`config.mk`:
```
export PLATFORM = sky130hd
export DESIGN_NAME = bcd_conv_arbiter
export DESIGN_NICKNAME = d
export VERILOG_FILES = /design/src/rtl/bcd_conv_arbiter.sv
export SDC_FILE = /design/constraint.sdc
export NUM_CORES = 1
export LEC_CHECK = 0
export BUFFER_PORTS_ARGS = -buffer_cell sky130_fd_sc_hd__buf_2
export CORE_MARGIN = 2
export CORE_UTILIZATION = 52
export CTS_CLUSTER_SIZE = 24
export DETAILED_ROUTE_END_ITERATION = 12
export MAX_ROUTING_LAYER = met4
export PLACE_DENSITY = 0.95
export SLEW_MARGIN = 20
export SYNTH_ARGS = -nofsm -noshare
export SYNTH_HDL_FRONTEND = slang
export SYNTH_SLANG_ARGS = --single-unit
```
`constraint.sdc`:
```
create_clock -name clk -period 3.7 [get_ports clk]
set_input_delay 0.37 -clock clk [delete_from_list [all_inputs] [get_ports clk]]
set_output_delay 0.37 -clock clk [all_outputs]
set_load 0.03 [all_outputs]
```
`src/rtl/bcd_conv_arbiter.sv`:
```
// Two-requester round-robin front end for a shared multi-cycle binary-to-BCD converter.
// It handles the start/done handshake, clamps operands above the overflow limit, and aborts a stalled conversion.
module bcd_conv_arbiter #(
  parameter int unsigned      WIDTH          = 16,
  parameter int unsigned      MAX_VALUE      = 9999,
  parameter logic [WIDTH-1:0] OVF_CODE       = 16'hE000,
  parameter int unsigned      TIMEOUT_CYCLES = 64
) (
  input  logic             clk,
  input  logic             reset,
  input  logic [1:0]       req_i,
  input  logic [WIDTH-1:0] bin0_i,
  input  logic [WIDTH-1:0] bin1_i,
  output logic [1:0]       done_o,
  output logic [WIDTH-1:0] bcd_o,
  output logic             ovf_o,
  output logic             err_o,
  output logic             busy_o,
  output logic             conv_start_o,
  output logic [WIDTH-1:0] conv_bin_o,
  input  logic             conv_done_i,
  input  logic [WIDTH-1:0] conv_bcd_i
);

  localparam int unsigned CNT_W = $clog2(TIMEOUT_CYCLES + 1);

  typedef enum logic [1:0] {S_IDLE, S_START, S_WAIT, S_RESP} state_t;

  state_t           state_q, state_d;
  logic             last_grant_q, last_grant_d;
  logic             grant_q, grant_d;
  logic [CNT_W-1:0] cnt_q, cnt_d;
  logic [1:0]       done_q, done_d;
  logic [WIDTH-1:0] bcd_q, bcd_d;
  logic [WIDTH-1:0] conv_bin_q, conv_bin_d;
  logic             ovf_q, ovf_d;
  logic             err_q, err_d;
  logic             busy_q, busy_d;
  logic             start_q, start_d;

  logic             winner;
  logic [WIDTH-1:0] winner_bin;
  logic             winner_ovf;
  logic             timeout;

  // With both requests pending, the requester that was not served last goes next.
  assign winner     = (req_i == 2'b11) ? ~last_grant_q : req_i[1];
  assign winner_bin = winner ? bin1_i : bin0_i;
  assign winner_ovf = winner_bin > WIDTH'(MAX_VALUE);
  assign timeout    = (cnt_q + CNT_W'(1)) == CNT_W'(TIMEOUT_CYCLES);

  always_ff @(posedge clk or posedge reset) begin
    if (reset) begin
      state_q <= S_IDLE;
    end else begin
      state_q <= state_d;
    end
  end

  always_comb begin
    state_d = state_q;
    case (state_q)
      S_IDLE:  if (req_i != 2'b00) state_d = winner_ovf ? S_RESP : S_START;
      S_START: state_d = S_WAIT;
      S_WAIT:  if (conv_done_i || timeout) state_d = S_RESP;
      S_RESP:  state_d = S_IDLE;
      default: state_d = S_IDLE;
    endcase
  end

  always_comb begin
    last_grant_d = last_grant_q;
    grant_d      = grant_q;
    cnt_d        = cnt_q;
    conv_bin_d   = conv_bin_q;
    bcd_d        = bcd_q;
    done_d       = 2'b00;
    ovf_d        = 1'b0;
    err_d        = 1'b0;
    start_d      = 1'b0;
    busy_d       = (state_d != S_IDLE);
    case (state_q)
      S_IDLE: begin
        if (req_i != 2'b00) begin
          grant_d      = winner;
          last_grant_d = winner;
          conv_bin_d   = winner_bin;
          if (winner_ovf) begin
            done_d = winner ? 2'b10 : 2'b01;
            bcd_d  = OVF_CODE;
            ovf_d  = 1'b1;
          end else begin
            start_d = 1'b1;
          end
        end
      end
      S_START: cnt_d = '0;
      S_WAIT: begin
        cnt_d = cnt_q + CNT_W'(1);
        // A completion arriving on the timeout cycle still counts as success.
        if (conv_done_i) begin
          done_d = grant_q ? 2'b10 : 2'b01;
          bcd_d  = conv_bcd_i;
        end else if (timeout) begin
          done_d = grant_q ? 2'b10 : 2'b01;
          bcd_d  = OVF_CODE;
          err_d  = 1'b1;
        end
      end
      default: ;
    endcase
  end

  always_ff @(posedge clk or posedge reset) begin
    if (reset) begin
      last_grant_q <= 1'b1;
      grant_q      <= 1'b0;
      cnt_q        <= '0;
      conv_bin_q   <= '0;
      bcd_q        <= '0;
      done_q       <= 2'b00;
      ovf_q        <= 1'b0;
      err_q        <= 1'b0;
      start_q      <= 1'b0;
      busy_q       <= 1'b0;
    end else begin
      last_grant_q <= last_grant_d;
      grant_q      <= grant_d;
      cnt_q        <= cnt_d;
      conv_bin_q   <= conv_bin_d;
      bcd_q        <= bcd_d;
      done_q       <= done_d;
      ovf_q        <= ovf_d;
      err_q        <= err_d;
      start_q      <= start_d;
      busy_q       <= busy_d;
    end
  end

  assign done_o       = done_q;
  assign bcd_o        = bcd_q;
  assign ovf_o        = ovf_q;
  assign err_o        = err_q;
  assign busy_o       = busy_q;
  assign conv_start_o = start_q;
  assign conv_bin_o   = conv_bin_q;

endmodule

```
==> impl_metrics.toml, run 1 <==
[clocking]
post_cts_resize_count = 0
cts-htree-levels = 2
clock_sinks = 49
post_cts_setup_driven_buffer_insertion_count = 0
max-clock-path-buffers = 2
clock_tree_root_driver_cell = "sky130_fd_sc_hd__clkbuf_8"
clk_transition_reported_paths_ps = 90
tritoncts.num_buffers = 5
clk-insertion-delay-late_ps = 300
clock_tree_from_tritoncts = "done"
hold_buffers = 0

[power_and_ir_drop]
power.density_cell_area_nw_per_um2 = 837.9
static-leakage-power_nw = 1.589
pwr-share-comb_pct = 50.6
p_switching_mw = 1.129
power.switching_fraction_pct = 44.42
cellInternalPower_mw = 1.413
ir_worst_vdd_mv = 0.4196
power_frac_seq_pct = 34.1
power.share.clock_pct = 15.3

[synthesis]
synth-main-ff-cell = "sky130_fd_sc_hd__dfrtp_1"
synth-edff-count = 0
ys_top_cells_by_area = "sky130_fd_sc_hd__dfrtp_1, sky130_fd_sc_hd__mux2i_1, sky130_fd_sc_hd__o21ai_0"
netlist-cell-type-count = 40
synth_largest_type_area_fraction_pct = 49.31
netlist.top_cell.by_area = "sky130_fd_sc_hd__dfrtp_1"
yosysSeqAreaShare_pct = 50.39
synth_seq_cells = 49
synth.cell_area_um2 = 2436
postSynthAreaPerCell_um2 = 10.73
synth_warnings = 0
syn-instance-count = 227
ys_async_sr_fraction_pct = 100.0
synth_most_common_cell = "sky130_fd_sc_hd__dfrtp_1"
synth.top_cells.by_count = "sky130_fd_sc_hd__dfrtp_1, sky130_fd_sc_hd__nand2_1, sky130_fd_sc_hd__o21ai_0"
syn_nets = 283

[sta]
fmax_mhz = 348.4
rsz0062_at_grt = "no"
drv_slew = 0
setup-tns-final_ps = 0
timing_hold_violations_final = 0
setup_violations = 0
max_slew.worst_pin.slew_ps = 937.9
timing.final.crit_share_pct = 77.58
timing.final.crit_period_ps = 2870
max_slew_margin_vs_limit_pct = 37.47
layout_skew_ps = 6.088
fin_worst_hold_slack_ps = 192.4

[die]
dieArea_um2 = 5248
placementRows = 24
floorplan.io_pins = 91
initial_core_util_pct = 54.81
die_h_um = 72.45
coreArea_um2 = 4444
die-width_um = 72.45

[global_routing]
grt_pass1_wl_um = 8783
globalRouteTotalUtil_pct = 21.95
grt-ovfl-total = 0
first_global_vias = 1923
grt_max_degree = 50
grt_antenna_before_repair = 0

[placement]
port_buffers = 90
routabilityCongestion = 0.8528
place_hpwl_um = 3987

[hold_path]
min-delay-path-class = "input port to async pin"

[worst_setup_path]
path_delay_family = "simple AND/OR/NAND/NOR gates"
worst-path-buf-inv = 0
worstSetupEndpointType = "register"
cp.arrival_ps = 3050
critPathMaxFanout = 16
cp_slowest_stage_delay_ps = 850
worstPathCellList = "ha_1 -> nand3_1 -> nor4_1 -> nor3_1 -> o32ai_4 -> mux2_2"
critPathLaunchType = "register"
required_ps = 3880
timing.critical_path.slowest_stage_cell = "sky130_fd_sc_hd__o32ai_4"
path_class = "register to register"

[detailed_routing]
detail-route-antenna-nets = 0
detail_route.vias_per_cell = 5.439
drt_drc_violations_left = 0
first_pass_iters = 4
routed_wl_um = 5412
detail_route.iter0.violations = 118
detailroute.via_count = 2007
post_detailed_route_wirelength_per_cell_um = 14.67

[final_layout]
n_antenna_cell = 0
final_layout_size_suffix_gt1_share_pct = 38.80
n_fill_cell = 321
area.growth.synth_to_final_pct = 24.55
final_net_count = 372

[status]
run_status = "completed"

[flow_run]
cap_violations = 0
==> registers in the layout, summed over array words and instances (netlist names) <==
| register | cells |
|---|---|
| last_grant_q | 1 |
| state_q | 2 |
| conv_bin_o | 16 |
| err_o | 1 |
| done_o | 2 |
| conv_start_o | 1 |
| bcd_o | 16 |
| ovf_o | 1 |
| cnt_q | 7 |
| busy_o | 1 |
| grant_q | 1 |
==> per-layer routing <==
metal / share of wire, % / global-route usage (%) / wire length, um / vias up
met3: 5.2 / 5.694 / 279 / 14
met2: 49 / 33.74 / 2626 / 64
met4: 2.2 / 8.436 / 118 / 0
li1: - / - / - / 984
met1: 44 / 28.01 / 2387 / 945
met5: 0 / - / 0 / -
==> power by group through the flow <==
| stage | combinational, mW | clock, mW | sequential (mW) |
|---|---|---|---|
| after floorplan | 0.587 | 0 | 1.24 |
| after global placement | 1.25 | 0 | 0.871 |
| after detailed placement | 1.29 | 0 | 0.878 |
| after CTS | 1.29 | 0.396 | 0.868 |
| after global routing | 1.40 | 0.417 | 0.893 |
| final | 1.29 | 0.388 | 0.868 |
==> worst paths after layout <==
check | startpoint | endpoint | slack, ps | cells after the start
max | cnt_q[1] | bcd_o[5] | 830 | 6
min | reset | bcd_o[7] | 190 | 2
max reg2reg | cnt_q[1] | bcd_o[5] | 830 | 6
min reg2reg | conv_bin_o[9] | conv_bin_o[9] | 480 | 2
max in group asynchronous | reset | bcd_o[5] | 3020 | 2
min in group clk | req_i[0] | last_grant_q | 320 | 2
==> cell usage in the layout, fill, tap and decap left out, types with 2 or more instances in the layout <==
cell / netlist / routed
sky130_fd_sc_hd__or4_1: 2 / 2
sky130_fd_sc_hd__inv_1: 11 / 10
sky130_fd_sc_hd__nand2b_1: 3 / 3
sky130_fd_sc_hd__nor2_1: 12 / 12
sky130_fd_sc_hd__clkbuf_8: 0 / 6
sky130_fd_sc_hd__nand4_1: 2 / 2
sky130_fd_sc_hd__nor4_1: 4 / 4
sky130_fd_sc_hd__mux2_2: 6 / 6
sky130_fd_sc_hd__mux2_4: 7 / 7
sky130_fd_sc_hd__o21ai_0: 24 / 23
sky130_fd_sc_hd__o31ai_1: 3 / 3
sky130_fd_sc_hd__mux2i_1: 20 / 20
sky130_fd_sc_hd__nand2_1: 29 / 29
sky130_fd_sc_hd__buf_2: 0 / 90
sky130_fd_sc_hd__ha_1: 3 / 3
sky130_fd_sc_hd__dfrtp_1: 48 / 48
sky130_fd_sc_hd__nor3_1: 2 / 2
sky130_fd_sc_hd__and3_1: 14 / 14
sky130_fd_sc_hd__nand3_1: 6 / 6
sky130_fd_sc_hd__o2bb2ai_1: 2 / 2
sky130_fd_sc_hd__buf_4: 1 / 3
==> final cells by class <==
| cell class | count | area [um^2] | share of cell area, % |
|---|---|---|---|
| sequential | 49 | 1227 | 40.45 |
| multi-input combinational | 156 | 1110 | 36.58 |
| timing repair buffer | 93 | 473.0 | 15.59 |
| clock buffer | 7 | 86.33 | 2.845 |
| tap | 52 | 65.06 | 2.144 |
| inverter | 11 | 42.54 | 1.402 |
| clock inverter | 1 | 30.03 | 0.9897 |
==> through the flow <==
step	instance area (um^2)	utilization, %	cells	power (mW)	setup WS, ps
detailed placement	2917	65.63	361	2.166	793.9
finish	3034	68.27	369	2.542	829.5
global route	3034	68.27	369	2.712	666.0
floorplan	2436	-	227	1.828	1335
CTS	3033	68.24	369	2.559	844.3
global placement	2917	65.63	361	2.121	874.5
==> logic make-up after synthesis <==
| family | synth area share (%) |
|---|---|
| buffers and inverters | 4.212 |
| flip-flops | 50.39 |
| AND/OR/NAND/NOR | 17.41 |
| AO/OA/AOI/OAI | 11.15 |
| multiplexers | 15.31 |
| adder cells (fa/ha/maj) | 1.541 |
No activity file was read; power rests on OpenSTA's default activity.
==> run 2, diff against run 1 <==
--- a/config.mk
+++ b/config.mk
@@ -7,11 +7,11 @@
 export LEC_CHECK = 0
 export BUFFER_PORTS_ARGS = -buffer_cell sky130_fd_sc_hd__buf_2
 export CORE_MARGIN = 2
-export CORE_UTILIZATION = 52
+export CORE_UTILIZATION = 44
 export CTS_CLUSTER_SIZE = 24
 export DETAILED_ROUTE_END_ITERATION = 12
 export MAX_ROUTING_LAYER = met4
-export PLACE_DENSITY = 0.95
+export PLACE_DENSITY = 0.88
 export SLEW_MARGIN = 20
 export SYNTH_ARGS = -nofsm -noshare
 export SYNTH_HDL_FRONTEND = slang
==> constraint.sdc (replaced) <==
create_clock -name clk -period 2.6 [get_ports clk]
set_input_delay 0.26 -clock clk [delete_from_list [all_inputs] [get_ports clk]]
set_output_delay 0.26 -clock clk [all_outputs]
set_load 0.03 [all_outputs]
==> impl_metrics.toml, run 2 (synthesis gave the netlist of run 1 again) <==
[status]
run_status = "completed"

[die]
floorplan.io_pins = 91
coreArea_um2 = 5439
die_h_um = 78.41
die-width_um = 78.41
initial_core_util_pct = 44.79
placementRows = 27
dieArea_um2 = 6148

[placement]
place_worst_setup_slack_ps = 216.8
place_hpwl_um = 3928
port_buffers = 90
routabilityCongestion = 0.7871

[worst_setup_path]
worstPathCellList = "a21boi_2 -> buf_4 -> nor4b_4 -> a211oi_2 -> o32ai_4 -> buf_12 -> mux2_2"
timing.critical_path.slowest_stage_cell = "sky130_fd_sc_hd__dfstp_2"
critPathMaxFanout = 16
regToRegEndpoint = "bcd_o[1]"
worstRegToRegCells = 7
critPathLaunchType = "register"
cp_slowest_stage_delay_ps = 390
required_ps = 2800
regToRegStartpoint = "last_grant_q"
path_class = "register to register"
worstSetupEndpointType = "register"
r2r_slack_ps = 330
cp.arrival_ps = 2460

[clocking]
max-clock-path-buffers = 2
tritoncts.num_buffers = 5
clk_transition_reported_paths_ps = 90
cts-htree-levels = 2
clock_tree_root_driver_cell = "sky130_fd_sc_hd__clkbuf_8"
clock_sinks = 49
post_cts_resize_count = 0
clock_tree_from_tritoncts = "done"
hold_buffers = 0
post_cts_setup_driven_buffer_insertion_count = 0
clk-insertion-delay-late_ps = 310

[global_routing]
first_global_vias = 2020
grt_antenna_before_repair = 0
grt-ovfl-total = 0
grt_max_degree = 50
grt_pass1_wl_um = 9025
globalRouteTotalUtil_pct = 18.97

[hold_path]
min-delay-path-class = "input port to async pin"

[final_layout]
final_net_count = 376
n_antenna_cell = 0
area.growth.synth_to_final_pct = 28.04
n_fill_cell = 483
final_core_utilization_pct = 57.35
layout_commonest_cell = "sky130_fd_sc_hd__buf_2"
final_layout_size_suffix_gt1_share_pct = 39.88
mostFrequentLayoutCells = "sky130_fd_sc_hd__buf_2, sky130_fd_sc_hd__dfrtp_1, sky130_fd_sc_hd__nand2_1"
register_area_um2 = 1227
multi_input_area_um2 = 1110

[power_and_ir_drop]
ir_worst_vdd_mv = 0.7783
power_frac_seq_pct = 32.9
pwr-share-comb_pct = 50.0
power.density_cell_area_nw_per_um2 = 1200
power.switching_fraction_pct = 43.45
cellInternalPower_mw = 2.117
static-leakage-power_nw = 1.623
power.share.clock_pct = 17.2
p_switching_mw = 1.626

[sta]
drv_slew = 0
fmax_mhz = 441.0
setup_violations = 0
max_slew_margin_vs_limit_pct = 44.78
timing.final.crit_share_pct = 87.22
setup-tns-final_ps = 0
final_critical_path_setup_slack_ps = 332.4
timing_hold_violations_final = 0
fin_worst_hold_slack_ps = 74.65
layout_skew_ps = 4.713
max_slew.worst_pin.slew_ps = 828.4
timing.final.crit_period_ps = 2268
rsz0062_at_grt = "no"

[detailed_routing]
post_detailed_route_wirelength_per_cell_um = 13.79
detail_route.iter0.violations = 79
first_pass_iters = 4
detail_route.vias_per_cell = 5.201
drt_drc_violations_left = 0
routed_wl_um = 5418
detail-route-antenna-nets = 0
detailroute.via_count = 2044

[flow_run]
cap_violations = 0
==> run 2: cell count changes in the layout (fill, tap and decap cells not counted) <==
| cell | delta |
|---|---|
| sky130_fd_sc_hd__clkinv_2 | +1 |
| sky130_fd_sc_hd__buf_4 | +3 |
| sky130_fd_sc_hd__bufinv_16 | +1 |
| sky130_fd_sc_hd__buf_12 | +1 |
| sky130_fd_sc_hd__clkbuf_1 | -1 |
| sky130_fd_sc_hd__clkbuf_8 | -1 |
==> run 2: worst max-delay path by stage <==
stage / startpoint / end / slack, ps / depth (start not counted)
after floorplan: cnt_q[0] / bcd_o[10] / 340 / 7
after global placement: bin1_i[15] / bcd_o[0] / 310 / 7
after detailed placement: bin0_i[15] / bcd_o[5] / 220 / 7
after CTS: cnt_q[0] / bcd_o[5] / 310 / 7
after global routing: cnt_q[1] / bcd_o[5] / 170 / 7
final: last_grant_q / bcd_o[1] / 330 / 7
==> run 2: per-stage QoR <==
| stage | power (mW) | instances | area [um^2] |
|---|---|---|---|
| 3_3_place_gp | 3.067 | 385 | 2984 |
| 5_1_grt | 3.982 | 393 | 3119 |
| 6_report | 3.743 | 393 | 3119 |
| 3_5_place_dp | 3.113 | 385 | 2984 |
| 4_1_cts | 3.772 | 393 | 3118 |
| 2_1_floorplan | 2.601 | 227 | 2436 |
==> run 2: layout make-up <==
cell class	count	share of cell area, %
multi-input cells	156	35.58
well taps	72	2.888
repair buffers	97	16.53
clock buffers	5	2.206
flip-flops and latches	49	39.35
clock inverters	3	2.086
inverters	11	1.364
==> run 2: critical path, delay by kind of cell (launching register included) <==
kind / cells / cell delay (ps)
and+or+nand+nor: 1 / 260
AOI/OAI and AO/OA: 3 / 660
DFF: 1 / 390
buffers and inverters: 2 / 490
muxes: 1 / 350
==> run 2: power groups by stage <==
| stage | logic, mW | registers (mW) | clock network [mW] |
|---|---|---|---|
| global placement | 1.83 | 1.23 | 0 |
| global route | 2.03 | 1.27 | 0.681 |
| finish | 1.87 | 1.23 | 0.643 |
| CTS | 1.88 | 1.23 | 0.658 |
| floorplan | 0.835 | 1.77 | 0 |
| detailed placement | 1.87 | 1.24 | 0 |
==> run 2: layer usage <==
metal	up-vias	GRT usage [%]	share of wire, %
met2	64	30.52	50
met5	-	-	0
met4	0	7.018	2.4
met1	972	23.74	43
li1	995	-	-
met3	13	4.138	4.9
==> run 3, diff against run 2 <==
--- a/config.mk
+++ b/config.mk
@@ -7,11 +7,11 @@
 export LEC_CHECK = 0
 export BUFFER_PORTS_ARGS = -buffer_cell sky130_fd_sc_hd__buf_2
 export CORE_MARGIN = 2
-export CORE_UTILIZATION = 44
+export CORE_UTILIZATION = 53
 export CTS_CLUSTER_SIZE = 24
 export DETAILED_ROUTE_END_ITERATION = 12
 export MAX_ROUTING_LAYER = met4
-export PLACE_DENSITY = 0.88
+export PLACE_DENSITY = 0.95
 export SLEW_MARGIN = 20
 export SYNTH_ARGS = -nofsm -noshare
 export SYNTH_HDL_FRONTEND = slang
==> constraint.sdc (replaced) <==
create_clock -name clk -period 2.9 [get_ports clk]
set_input_delay 0.29 -clock clk [delete_from_list [all_inputs] [get_ports clk]]
set_output_delay 0.29 -clock clk [all_outputs]
set_load 0.03 [all_outputs]
==> impl_metrics.toml, run 3 (synthesis gave the netlist of run 1 again) <==
[detailed_routing]
detailroute.via_count = 2074
detail-route-antenna-nets = 0
first_pass_iters = 4
detail_route.iter0.violations = 182
met2RoutedLength_um = 2966
detail_route.vias_per_cell = 5.560
routed_wl_um = 5741
highest-signal-layer = "met4"
drt-met1-wl_um = 2406
drt_drc_violations_left = 0
post_detailed_route_wirelength_per_cell_um = 15.39
met3_wirelength_um = 206

[placement]
place_hpwl_um = 4446
routabilityCongestion = 0.9251
post_dp_cell_area_um2 = 2947
place_inst = 365
port_buffers = 90

[worst_setup_path]
worstRegToRegCells = 7
required_ps = 3090
critPathLaunchType = "register"
regToRegEndpoint = "bcd_o[1]"
worstSetupEndpointType = "register"
r2r_slack_ps = 520
path_class = "register to register"
regToRegStartpoint = "last_grant_q"
critPathMaxFanout = 16
cp.arrival_ps = 2570

[die]
initial_core_util_pct = 55.57
coreArea_um2 = 4384
dieArea_um2 = 5155
die_h_um = 71.80
floorplan.io_pins = 91
die-width_um = 71.80
placementRows = 24

[status]
run_status = "completed"

[sta]
rsz0062_at_grt = "no"
drv_slew = 0
setup_violations = 0
timing.final.crit_share_pct = 82.09
max_slew_margin_vs_limit_pct = 46.52
setup-tns-final_ps = 0
max_slew.worst_pin.slew_ps = 801.3
timing.final.crit_period_ps = 2381
fmax_mhz = 420.1
timing_hold_violations_final = 0
layout_skew_ps = 8.888

[global_routing]
first_global_vias = 2100
grt_pass1_wl_um = 9308
grt-ovfl-total = 0
globalRouteTotalUtil_pct = 23.51
grt_antenna_before_repair = 0
grt_max_degree = 50

[hold_path]
min-delay-path-class = "input port to async pin"

[final_layout]
layout_commonest_cell = "sky130_fd_sc_hd__buf_2"
mostFrequentLayoutCells = "sky130_fd_sc_hd__buf_2, sky130_fd_sc_hd__dfrtp_1, sky130_fd_sc_hd__nand2_1"
layoutNonFillerInstCount = 373
final_layout_size_suffix_gt1_share_pct = 39.88
final_design_area_no_fill_um2 = 3034
n_antenna_cell = 0
final_net_count = 376
area.growth.synth_to_final_pct = 24.55

[clocking]
cts-htree-levels = 2
post_cts_resize_count = 0
clock_sinks = 49
clk-insertion-delay-late_ps = 300
clock_tree_from_tritoncts = "done"
hold_buffers = 0
tritoncts.num_buffers = 5
max-clock-path-buffers = 2
post_cts_setup_driven_buffer_insertion_count = 0
clk_transition_reported_paths_ps = 90
clock_tree_root_driver_cell = "sky130_fd_sc_hd__clkbuf_8"

[power_and_ir_drop]
power.density_cell_area_nw_per_um2 = 1043
ir_worst_vdd_mv = 0.6774
static-leakage-power_nw = 1.595

[flow_run]
cap_violations = 0
## run 3: worst max-delay path by stage
stage                 startpoint         to  depth (start not counted)
global placement      bin1_i[15]   bcd_o[1]                          7
global route            cnt_q[1]   bcd_o[2]                          8
finish              last_grant_q   bcd_o[1]                          7
floorplan             bin0_i[15]  bcd_o[10]                          6
detailed placement    bin0_i[15]   bcd_o[4]                          7
CTS                 last_grant_q   bcd_o[4]                          7
## run 3: final cells by class
| type | count | area [um^2] |
|---|---|---|
| fillers | 342 | 1350 |
| flip-flops and latches | 49 | 1227 |
| multi-input cells | 156 | 1110 |
| repair buffers | 97 | 503.0 |
| clock buffers | 5 | 68.82 |
| well taps | 52 | 65.06 |
| inverters | 11 | 42.54 |
| clock inverters | 3 | 17.52 |
## run 3: metal layers
metal,track usage (%),up-vias
li1,-,995
met1,28.69,1006
met2,38.99,57
met3,3.938,16
met4,9.434,0
met5,-,-
## run 3: stage by stage
| step | util, % | hold slack (ps) | worst slack, ps | total power, mW |
|---|---|---|---|---|
| after floorplan | - | 360.0 | 615.3 | 2.332 |
| after global placement | 67.21 | 456.9 | 498.4 | 2.716 |
| after detailed placement | 67.21 | 464.7 | 439.7 | 2.792 |
| after CTS | 69.18 | 227.9 | 530.6 | 3.178 |
| after global routing | 69.21 | 175.8 | 383.3 | 3.369 |
| final | 69.21 | 115.8 | 519.4 | 3.166 |
## run 3: power by group
part           total (mW)  switching (mW)  internal [mW]  leakage (nW)
sequential           1.11           0.147          0.963         0.625
combinational        1.67            1.10          0.574         0.926
clock               0.386           0.219          0.167        0.0439
## run 3: worst max-delay path: stages, from the launching register on
cell,delay [ps]
sky130_fd_sc_hd__dfstp_2,390
sky130_fd_sc_hd__a21boi_2,260
sky130_fd_sc_hd__buf_4,290
sky130_fd_sc_hd__nor4b_4,260
sky130_fd_sc_hd__a211oi_2,110
sky130_fd_sc_hd__o32ai_4,270
sky130_fd_sc_hd__buf_4,310
sky130_fd_sc_hd__mux2_2,380
